==> src/rtl/sseg_pkg.sv <==
`default_nettype none
// ============================================================================
//  Module   : sseg_pkg
//  Purpose  : Shared constants for the seven-segment scan driver: converter
//             state encoding, active-low segment patterns {g,f,e,d,c,b,a},
//             largest displayable value and a nibble-to-segment decoder.
//  Revision : 1.0  initial release
// ============================================================================
package sseg_pkg;

  // Converter states
  localparam logic [1:0] IDLE  = 2'd0;
  localparam logic [1:0] SHIFT = 2'd1;
  localparam logic [1:0] LATCH = 2'd2;

  // Active-low segment patterns, bit order {g,f,e,d,c,b,a}
  localparam logic [6:0] SEG_DIGIT [0:9] = '{
    7'b1000000, 7'b1111001, 7'b0100100, 7'b0110000, 7'b0011001,
    7'b0010010, 7'b0000010, 7'b1111000, 7'b0000000, 7'b0010000
  };
  localparam logic [6:0] SEG_DASH  = 7'b0111111;
  localparam logic [6:0] SEG_BLANK = 7'b1111111;

  localparam int MAX_DISPLAY = 9999;

  // BCD nibble to segment pattern; non-decimal codes show nothing
  function automatic logic [6:0] seg_decode(input logic [3:0] nib);
    logic [6:0] seg;
    case (nib)
      4'd0:    seg = SEG_DIGIT[0];
      4'd1:    seg = SEG_DIGIT[1];
      4'd2:    seg = SEG_DIGIT[2];
      4'd3:    seg = SEG_DIGIT[3];
      4'd4:    seg = SEG_DIGIT[4];
      4'd5:    seg = SEG_DIGIT[5];
      4'd6:    seg = SEG_DIGIT[6];
      4'd7:    seg = SEG_DIGIT[7];
      4'd8:    seg = SEG_DIGIT[8];
      4'd9:    seg = SEG_DIGIT[9];
      default: seg = SEG_BLANK;
    endcase
    return seg;
  endfunction

endpackage
`default_nettype wire

==> src/rtl/sseg_scan_driver_bin2bcd.sv <==
`default_nettype none
// ============================================================================
//  Module   : bin2bcd_seq
//  Purpose  : Sequential shift-add-3 (double-dabble) binary to 4-digit BCD
//             converter. One strobe captures DIN; N shift cycles later the
//             result is presented for one LATCH cycle (done high) together
//             with an overflow flag for captured values above 9999.
//  Revision : 1.0  initial release
// ============================================================================
module bin2bcd_seq
  import sseg_pkg::*;
#(
  parameter int N = 14
) (
  input  logic         clk,
  input  logic         RESET,
  input  logic [N-1:0] DIN,
  input  logic         VALID,
  output logic         BUSY,
  output logic [15:0]  bcd,
  output logic         ovf,
  output logic         done
);

  localparam int c_CW = $clog2(N + 1);

  logic [1:0]      r_state;
  logic [N-1:0]    r_shift;
  logic [15:0]     r_scratch;
  logic [c_CW-1:0] r_bits;
  logic            r_ovf;

  logic [15:0]     w_adj;
  logic            w_din_ovf;

  // Range check on the raw input so LATCH can substitute the dash display
  assign w_din_ovf = ({{(32 - N){1'b0}}, DIN} > 32'(MAX_DISPLAY));

  // Add-3 correction on every scratch nibble that would exceed 9 after doubling
  for (genvar gi = 0; gi < 4; gi++) begin : g_adj
    assign w_adj[gi*4 +: 4] = (r_scratch[gi*4 +: 4] >= 4'd5)
                            ? r_scratch[gi*4 +: 4] + 4'd3
                            : r_scratch[gi*4 +: 4];
  end

  // Conversion FSM: capture, N correct-and-shift steps, then one latch cycle
  always_ff @(posedge clk) begin
    if (RESET) begin
      r_state   <= IDLE;
      r_shift   <= '0;
      r_scratch <= '0;
      r_bits    <= '0;
      r_ovf     <= 1'b0;
    end else begin
      case (r_state)
        IDLE: begin
          if (VALID) begin
            r_shift   <= DIN;
            r_scratch <= '0;
            r_bits    <= c_CW'(N);
            r_ovf     <= w_din_ovf;
            r_state   <= SHIFT;
          end
        end
        SHIFT: begin
          r_scratch <= {w_adj[14:0], r_shift[N-1]};
          r_shift   <= {r_shift[N-2:0], 1'b0};
          r_bits    <= r_bits - c_CW'(1);
          if (r_bits == c_CW'(1)) begin
            r_state <= LATCH;
          end
        end
        LATCH: begin
          r_state <= IDLE;
        end
        default: begin
          r_state <= IDLE;
        end
      endcase
    end
  end

  assign BUSY = (r_state != IDLE);
  assign done = (r_state == LATCH);
  assign bcd  = r_scratch;
  assign ovf  = r_ovf;

endmodule
`default_nettype wire

==> src/rtl/sseg_scan_driver.sv <==
`default_nettype none
// ============================================================================
//  Module   : sseg_scan_driver
//  Purpose  : Converts an N-bit count to BCD and drives a time-multiplexed
//             common-anode 4-digit seven-segment display. The last converted
//             value stays on the display while the next conversion runs.
//  Options  : LEADING_ZERO_BLANK_EN - blank leading zero digits (digit 0 is
//             always shown; overflow dashes are unaffected).
//  Revision : 1.0  initial release
// ============================================================================
module sseg_scan_driver
  import sseg_pkg::*;
#(
  parameter int N           = 14,
  parameter int REFRESH_DIV = 100000
) (
  input  logic         clk,
  input  logic         RESET,
  input  logic [N-1:0] DIN,
  input  logic         VALID,
  output logic         BUSY,
  output logic [6:0]   SEG,
  output logic [3:0]   AN,
  output logic         DP
);

  localparam int c_RW = (REFRESH_DIV > 2) ? $clog2(REFRESH_DIV) : 1;

  logic [c_RW-1:0] r_refresh;
  logic [1:0]      r_idx;
  logic [15:0]     r_disp;
  logic            r_disp_ovf;
  logic [6:0]      r_seg;
  logic [3:0]      r_an;

  logic [15:0]     w_bcd;
  logic            w_ovf;
  logic            w_done;
  logic [3:0]      w_nib;
  logic            w_blank;
  logic [6:0]      w_seg_next;

  bin2bcd_seq #(
    .N(N)
  ) u_bin2bcd (
    .clk  (clk),
    .RESET(RESET),
    .DIN  (DIN),
    .VALID(VALID),
    .BUSY (BUSY),
    .bcd  (w_bcd),
    .ovf  (w_ovf),
    .done (w_done)
  );

  // Display register: takes the new result only when a conversion finishes
  always_ff @(posedge clk) begin
    if (RESET) begin
      r_disp     <= '0;
      r_disp_ovf <= 1'b0;
    end else if (w_done) begin
      r_disp     <= w_bcd;
      r_disp_ovf <= w_ovf;
    end
  end

  // Refresh divider and digit index, free-running regardless of conversions
  always_ff @(posedge clk) begin
    if (RESET) begin
      r_refresh <= '0;
      r_idx     <= 2'd0;
    end else if (r_refresh == c_RW'(REFRESH_DIV - 1)) begin
      r_refresh <= '0;
      r_idx     <= r_idx + 2'd1;
    end else begin
      r_refresh <= r_refresh + c_RW'(1);
    end
  end

  // Select the active digit and decide what pattern it should show
  always_comb begin
    w_nib   = r_disp[{r_idx, 2'b00} +: 4];
    w_blank = 1'b0;
`ifdef LEADING_ZERO_BLANK_EN
    // A digit is a leading zero when it and every more significant digit are 0
    case (r_idx)
      2'd3:    w_blank = (r_disp[15:12] == 4'd0);
      2'd2:    w_blank = (r_disp[15:8]  == 8'd0);
      2'd1:    w_blank = (r_disp[15:4]  == 12'd0);
      default: w_blank = 1'b0;
    endcase
`endif
    if (r_disp_ovf) begin
      w_seg_next = SEG_DASH;
    end else if (w_blank) begin
      w_seg_next = SEG_BLANK;
    end else begin
      w_seg_next = seg_decode(w_nib);
    end
  end

  // Registered pin drivers so the display sees no combinational glitches
  always_ff @(posedge clk) begin
    if (RESET) begin
      r_seg <= SEG_DIGIT[0];
      r_an  <= 4'b1110;
    end else begin
      r_seg <= w_seg_next;
      r_an  <= ~(4'b0001 << r_idx);
    end
  end

  assign SEG = r_seg;
  assign AN  = r_an;
  assign DP  = 1'b1;

endmodule
`default_nettype wire

==> config.mk <==
export PLATFORM = sky130hd
export DESIGN_NAME = sseg_scan_driver
export DESIGN_NICKNAME = d
export VERILOG_FILES = /design/src/rtl/sseg_pkg.sv /design/src/rtl/sseg_scan_driver_bin2bcd.sv /design/src/rtl/sseg_scan_driver.sv
export SDC_FILE = /design/constraint.sdc
export NUM_CORES = 1
export LEC_CHECK = 0
export CAP_MARGIN = 40
export CORE_UTILIZATION = 40
export CTS_BUF_LIST = sky130_fd_sc_hd__clkbuf_8
export CTS_CLUSTER_SIZE = 25
export DETAILED_ROUTE_END_ITERATION = 10
export PLACE_DENSITY = 0.68
export SYNTH_ARGS = -nofsm -noshare
export SYNTH_HDL_FRONTEND = slang
export SYNTH_HIERARCHICAL = 1
export SYNTH_SLANG_ARGS = --single-unit
==> constraint.sdc <==
create_clock -name clk -period 5 [get_ports clk]
set_input_delay 0.5 -clock clk [delete_from_list [all_inputs] [get_ports clk]]
set_output_delay 0.5 -clock clk [all_outputs]
set_load 0.1 [all_outputs]
==> results.toml <==
[grt]
gr-usage-met2_pct = 27.9
gr-usage-met3_pct = 4.58
overflow = 0
grt_antenna_before_repair = 0
grt.met1_usage_pct = 18.6
grt_pass1_wl_mm = 12.8
grt_max_degree = 34
first_global_vias = 2863
grt_busiest_layer = "met2"
grt_use_total_pct = 15.9

[synth]
syn-cell-area_um2 = 4020
synthDistinctLibCells = 54
syn_inst = 427
synthTopCellsByCount = "dfxtp_1, nor2_1, nand2_1"
yosysMostFrequentCell = "dfxtp_1"
ys.flop_type = "dfxtp_1"
synth.ff_latch_count = 84
synthTopCellsByArea = "dfxtp_1, ha_1, nor2_1"
syn_nets = 465
synthArstFlopShare_pct = 0
synth_top_area_share_pct = 41.9
synth.largest_area_cell = "dfxtp_1"
ys_seq_area_share_pct = 41.9
synth_edf_count = 0
avgSynthCellArea_um2 = 9.40
yosys_warnings = 6

[sta]
skew_ns = 0.0125
maxSlewViolCount = 0
hold_viol_final = 0
slew_headroom_pct = 43.9
tightestPinTransition_ns = 0.838
fin_crit_ns = 2.39
setup_viol = 0
timing.setup.tns_ns = 0
fmax_mhz = 419
period_share_pct = 47.7
grt_setup_unrepaired = "false"

[clock_tree]
cts_tree = "built"
clkLatencyLatePin_ns = 0.36
cts_setup_buffers = 0
root_buffer = "clkbuf_8"
clk_path_buf_depth = 2
hold_buffers = 0
htreeDepth = 3
clkTransAtPathRegs_ns = 0.08
cts_buffers = 9
cts_sinks = 84
cts_resized = 0

[placement]
gp_congestion = 0.791
dp.final_hpwl_mm = 5.21
portBuffers = 28

[finish]
layout-area-overhead-vs-synth_pct = 17.0
fin_nets = 493
drive_above_1_share_pct = 11.1
diodes = 0

[setup_path]
slowest_stage = "dfxtp_1"
critPathKind = "flip-flop to output port"
cp_data_required_time_ns = 4.50
crit_chain = "or2_1 -> clkdlybuf4s50_1 -> buf_8"
end_kind = "output port"
crit_fanout = 11
cp_num_buf_inv = 2
max_stage_delay_ns = 0.60
worstPathArrival_ns = 1.89
cp-start-kind = "flip-flop"
critPathTopFamily = "buffers and inverters"

[pwr]
p_sw_share_pct = 24.5
p_int_uw = 988
p_leak_uw = 0.00173
pwr-share-comb_pct = 8.2
power_switching_uw = 321
seq_power_share_pct = 53.6
powerDensity_nw_per_um2 = 279
ir_drop_mv = 0.163
p_total_uw = 1310
clockPowerShare_pct = 38.2

[detailed_routing]
viasPerCell = 5.09
vias = 3020
routed_wirelength_mm = 7.51
ant_nets = 0
drt_iter0_markers = 82
firstDrtPassIters = 4
drcViolationCount = 0
wl_per_cell_um = 12.7

[floorplanning]
die_w_um = 102
coreArea_um2 = 9730
die_h_um = 102
ios = 30
start_util_pct = 41.3
die_area_um2 = 10400
placementRows = 36

[outcome]
outcome = "finished clean"

[job]
drv_cap = 0

[worst_hold_path]
hp-class = "flip-flop to flip-flop"
## kinds of logic (layout without fill, tap and decap cells)
| group | Yosys count | in the layout | synth area share [%] |
|---|---|---|---|
| DFF | 84 | 84 | 41.9 |
| xor gates and xnor gates | 19 | 19 | 4.14 |
| other | 1 | 1 | 0.0934 |
| AOI/OAI and AO/OA | 75 | 75 | 14.3 |
| muxes | 26 | 26 | 7.95 |
| adders and majority gates | 21 | 21 | 6.54 |
| buffers and inverters | 46 | 79 | 6.29 |
| and+or+nand+nor | 155 | 155 | 18.8 |
## power by group through the flow
stage          logic, uW  registers (uW)  clock network (uW)
5_1_grt              120             704                 543
6_report             108             701                 500
3_3_place_gp         103             716                   0
2_1_floorplan       89.6             712                   0
4_1_cts              108             701                 516
3_5_place_dp         108             717                   0
## layout make-up
cell class	instances	area, um^2
clock inverter	5	58.8
sequential	84	1680
fill	935	5030
inverter	21	78.8
clock buffer	11	151
multi-input combinational	297	2080
tap	133	166
timing repair buffer	42	478
## state kept, by name, indices dropped and copies added, names as in the netlist
name and flops:
r_disp 16, r_refresh 17, u_bin2bcd/bcd 16, r_idx 2
SEG 7, AN 4, r_disp_ovf 1, u_bin2bcd/ovf 1
u_bin2bcd/r_shift 14, u_bin2bcd/r_state 2, u_bin2bcd/r_bits 4
## layer usage
metal	up-vias	wire length (um)	part of all wire [%]
li1	1540	-	-
met1	1417	3480	46
met2	52	3640	48
met3	11	300	4.0
met4	0	84	1.1
met5	-	0	0
## path summary, 6_finish.rpt
check,to,cells past startpoint,from,slack (ns)
worst max-delay path,BUSY,3,u_bin2bcd/r_state[0]$_SDFFE_PP0P_,2.61
worst min-delay path,r_refresh[0]$_SDFF_PP0_,1,r_refresh[0]$_SDFF_PP0_,0.46
worst max register to register,u_bin2bcd/r_state[1]$_SDFFE_PP0P_,3,u_bin2bcd/r_state[0]$_SDFFE_PP0P_,2.80
worst min register to register,r_refresh[0]$_SDFF_PP0_,1,r_refresh[0]$_SDFF_PP0_,0.46
## per-stage QoR
stage	cells	setup WS (ns)	cell area (um^2)	util (%)	hold WS, ns
2_1_floorplan	427	3.06	4020	-	0.430
3_3_place_gp	564	2.60	4290	44.1	0.443
3_5_place_dp	577	2.54	4490	46.1	0.459
4_1_cts	593	2.60	4700	48.3	0.477
5_1_grt	593	2.52	4700	48.3	0.494
6_report	593	2.61	4700	48.3	0.465
## placed cells by master, fill, tap and decap left out, drive strengths merged, types with 3 or more instances in the layout
cell and count:
dfxtp 84, a22o 11, xnor2 10, nand2 32
mux2i 21, clkdlybuf4s50 27, inv 22, nor4 3
a21oi 20, and3 4, nand3 11, xor2 9
or3 4, nor3 10, nand2b 9, buf 15
a311oi 13, nor2b 3, o21ai 14, nand4 6
clkbuf 11, ha 21, or2 3, nor2 62
mux4 4, a211oi 5
No activity file was read; power rests on OpenSTA's default activity.
==> RTL change, RTL diff (same settings) <==
Set the package constant `MAX_DISPLAY` to 8192 (it was 9999).
--- a/src/rtl/sseg_pkg.sv
+++ b/src/rtl/sseg_pkg.sv
@@ -21,7 +21,7 @@
   localparam logic [6:0] SEG_DASH  = 7'b0111111;
   localparam logic [6:0] SEG_BLANK = 7'b1111111;
 
-  localparam int MAX_DISPLAY = 9999;
+  localparam int MAX_DISPLAY = 8192;
 
   // BCD nibble to segment pattern; non-decimal codes show nothing
   function automatic logic [6:0] seg_decode(input logic [3:0] nib);
Check against the original RTL: no difference found for any inputs over 10 cycles, from zero or initial values and one cycle with RESET high; that may be too few to reach the edited logic, so the function may still have changed.
==> RTL change against the original RTL <==
Setup slack worse by 0.22 ns. Sequential cell count stayed put. Routed wire length is 10% higher. Power is 4.8% higher. Cell area is 1.9% higher. Clock power is 4.8% higher. Die area is 0.88% higher. Highest routed layer unchanged. Sequential power is 2% higher. Utilization is 0.69 points higher. Critical path depth stayed put. Area after synthesis is 0.90% higher.
==> RTL change: results (changes against the original RTL) <==
* Status: finished clean
* Non-Clock Buffer Area Fraction at 0.101 (-0.00110)
* Clock skew at 0.0127 ns (+0.000135 ns)
* Signal buffers at 43 (+2.4%)
* Placed cells at 592 (+2.6%)
* Synth Area in Adders at 0.0649 (-0.000586)
* PnR Total Power at 1.37 mW (+4.8%)
* DRT met1 WL at 3900 um (+12%)
* ClkCell Share at 0.0460 (+0.00126)
* Vias in the first global route at 3023 (+5.6%)
* Worst vdd ir at 0.000126 V (-23%)
* Reg power frac at 0.521 (-0.015)
* Largest cells by area after synthesis: dfxtp_1 (42%), ha_1 (6.5%), nor2_1 (5.7%)
* Met2 WL at 4070 um (+12%)
* Overall routing resource usage at 0.175 (+0.0156)
* CP arrival at 2.11 ns (+0.22 ns)
* Post-layout min period at 2.61 ns (+0.223 ns)
* Worst hold slack at 0.441 ns (-0.0241 ns)
* Grt met3 use at 0.0285 (-0.0174)
* Slowest stage delay, CP at 0.82 ns (+0.22 ns)
* Iter 0 DRT Violations at 147 (+79%)
* Number of gates resized after CTS at 0 (unchanged)
* Xor and xnor fraction of the mapped netlist area at 0.0411 (-0.000371)
* Worst-margin pin slew at 0.761 ns (-0.0772 ns)
* Leak at 1.78 nW (+3.1%)
* Post-Route WL at 8270 um (+10%)
* N_diodes at 0 (unchanged)
* Global-route wire length before repair at 14300 um (+11%)
* Syn avg cell area at 9.23 sq um (-1.9%)
* Post-synthesis compound-gate area fraction at 0.155 (+0.0120)
* Layout Nets at 508 (+3.0%)
* Multi-input combinational area share at 0.447 (+0.00353)
* Share of cells above drive strength 1 at 0.120 (+0.00913)
* Via count at 3206 (+6.2%)
* Clk_buf instances at 12 (+1)
* Placed cell area at 4570 sq um (+1.8%)
* Met3 wire len at 188 um (-37%)
* Fill cell count at 930 (-0.53%)
* Multi-input gates at 306 (+3.0%)
* Inverters at 26 (+24%)
* Sequential area share after synthesis at 0.415 (-0.00375)
* Routing usage on met2 at 0.285 (+0.00583)
* Hpwl dp at 5750 um (+10%)
* Syn_nets at 477 (+2.6%)
* Critical path fanouts, max at 20 (+9)
* Critical path's slowest cell: dfxtp_1
* Mux contribution to synthesized area at 0.0788 (-0.000712)
* Fin util at 0.490 (+0.00686)
* Largest net degree at the start of global routing at 36 (+5.9%)
* Core Region at 9770 sq um (+0.46%)
* Int Power at 1.02 mW (+3.2%)
* DR vias/cell at 5.27 (+3.5%)
RTL change: changes by cell type after synthesis, sizes merged, moves of 5 or more:
| cell | before | now |
|---|---|---|
| nor2 | 62 | 67 |
| inv | 21 | 26 |
| nand2 | 32 | 17 |
| o221a | 1 | 7 |
| a311oi | 13 | 0 |
| a21oi | 20 | 36 |
RTL change: final timing paths:
| kind | start | end | cells after the start |
|---|---|---|---|
| worst max-delay path | u_bin2bcd/r_state[0] | BUSY | 3 |
| worst max register to register | r_idx[0] | SEG[4] | 4 |
| worst min-delay path | u_bin2bcd/r_shift[4] | u_bin2bcd/r_shift[5] | 2 |
| worst min register to register | u_bin2bcd/r_shift[4] | u_bin2bcd/r_shift[5] | 2 |
RTL change: worst max-delay path, delay by kind of cell (launching register included):
kind,cells,cell delay (ns)
buffers and inverters,2,0.70
DFF,1,0.82
and+or+nand+nor,1,0.23
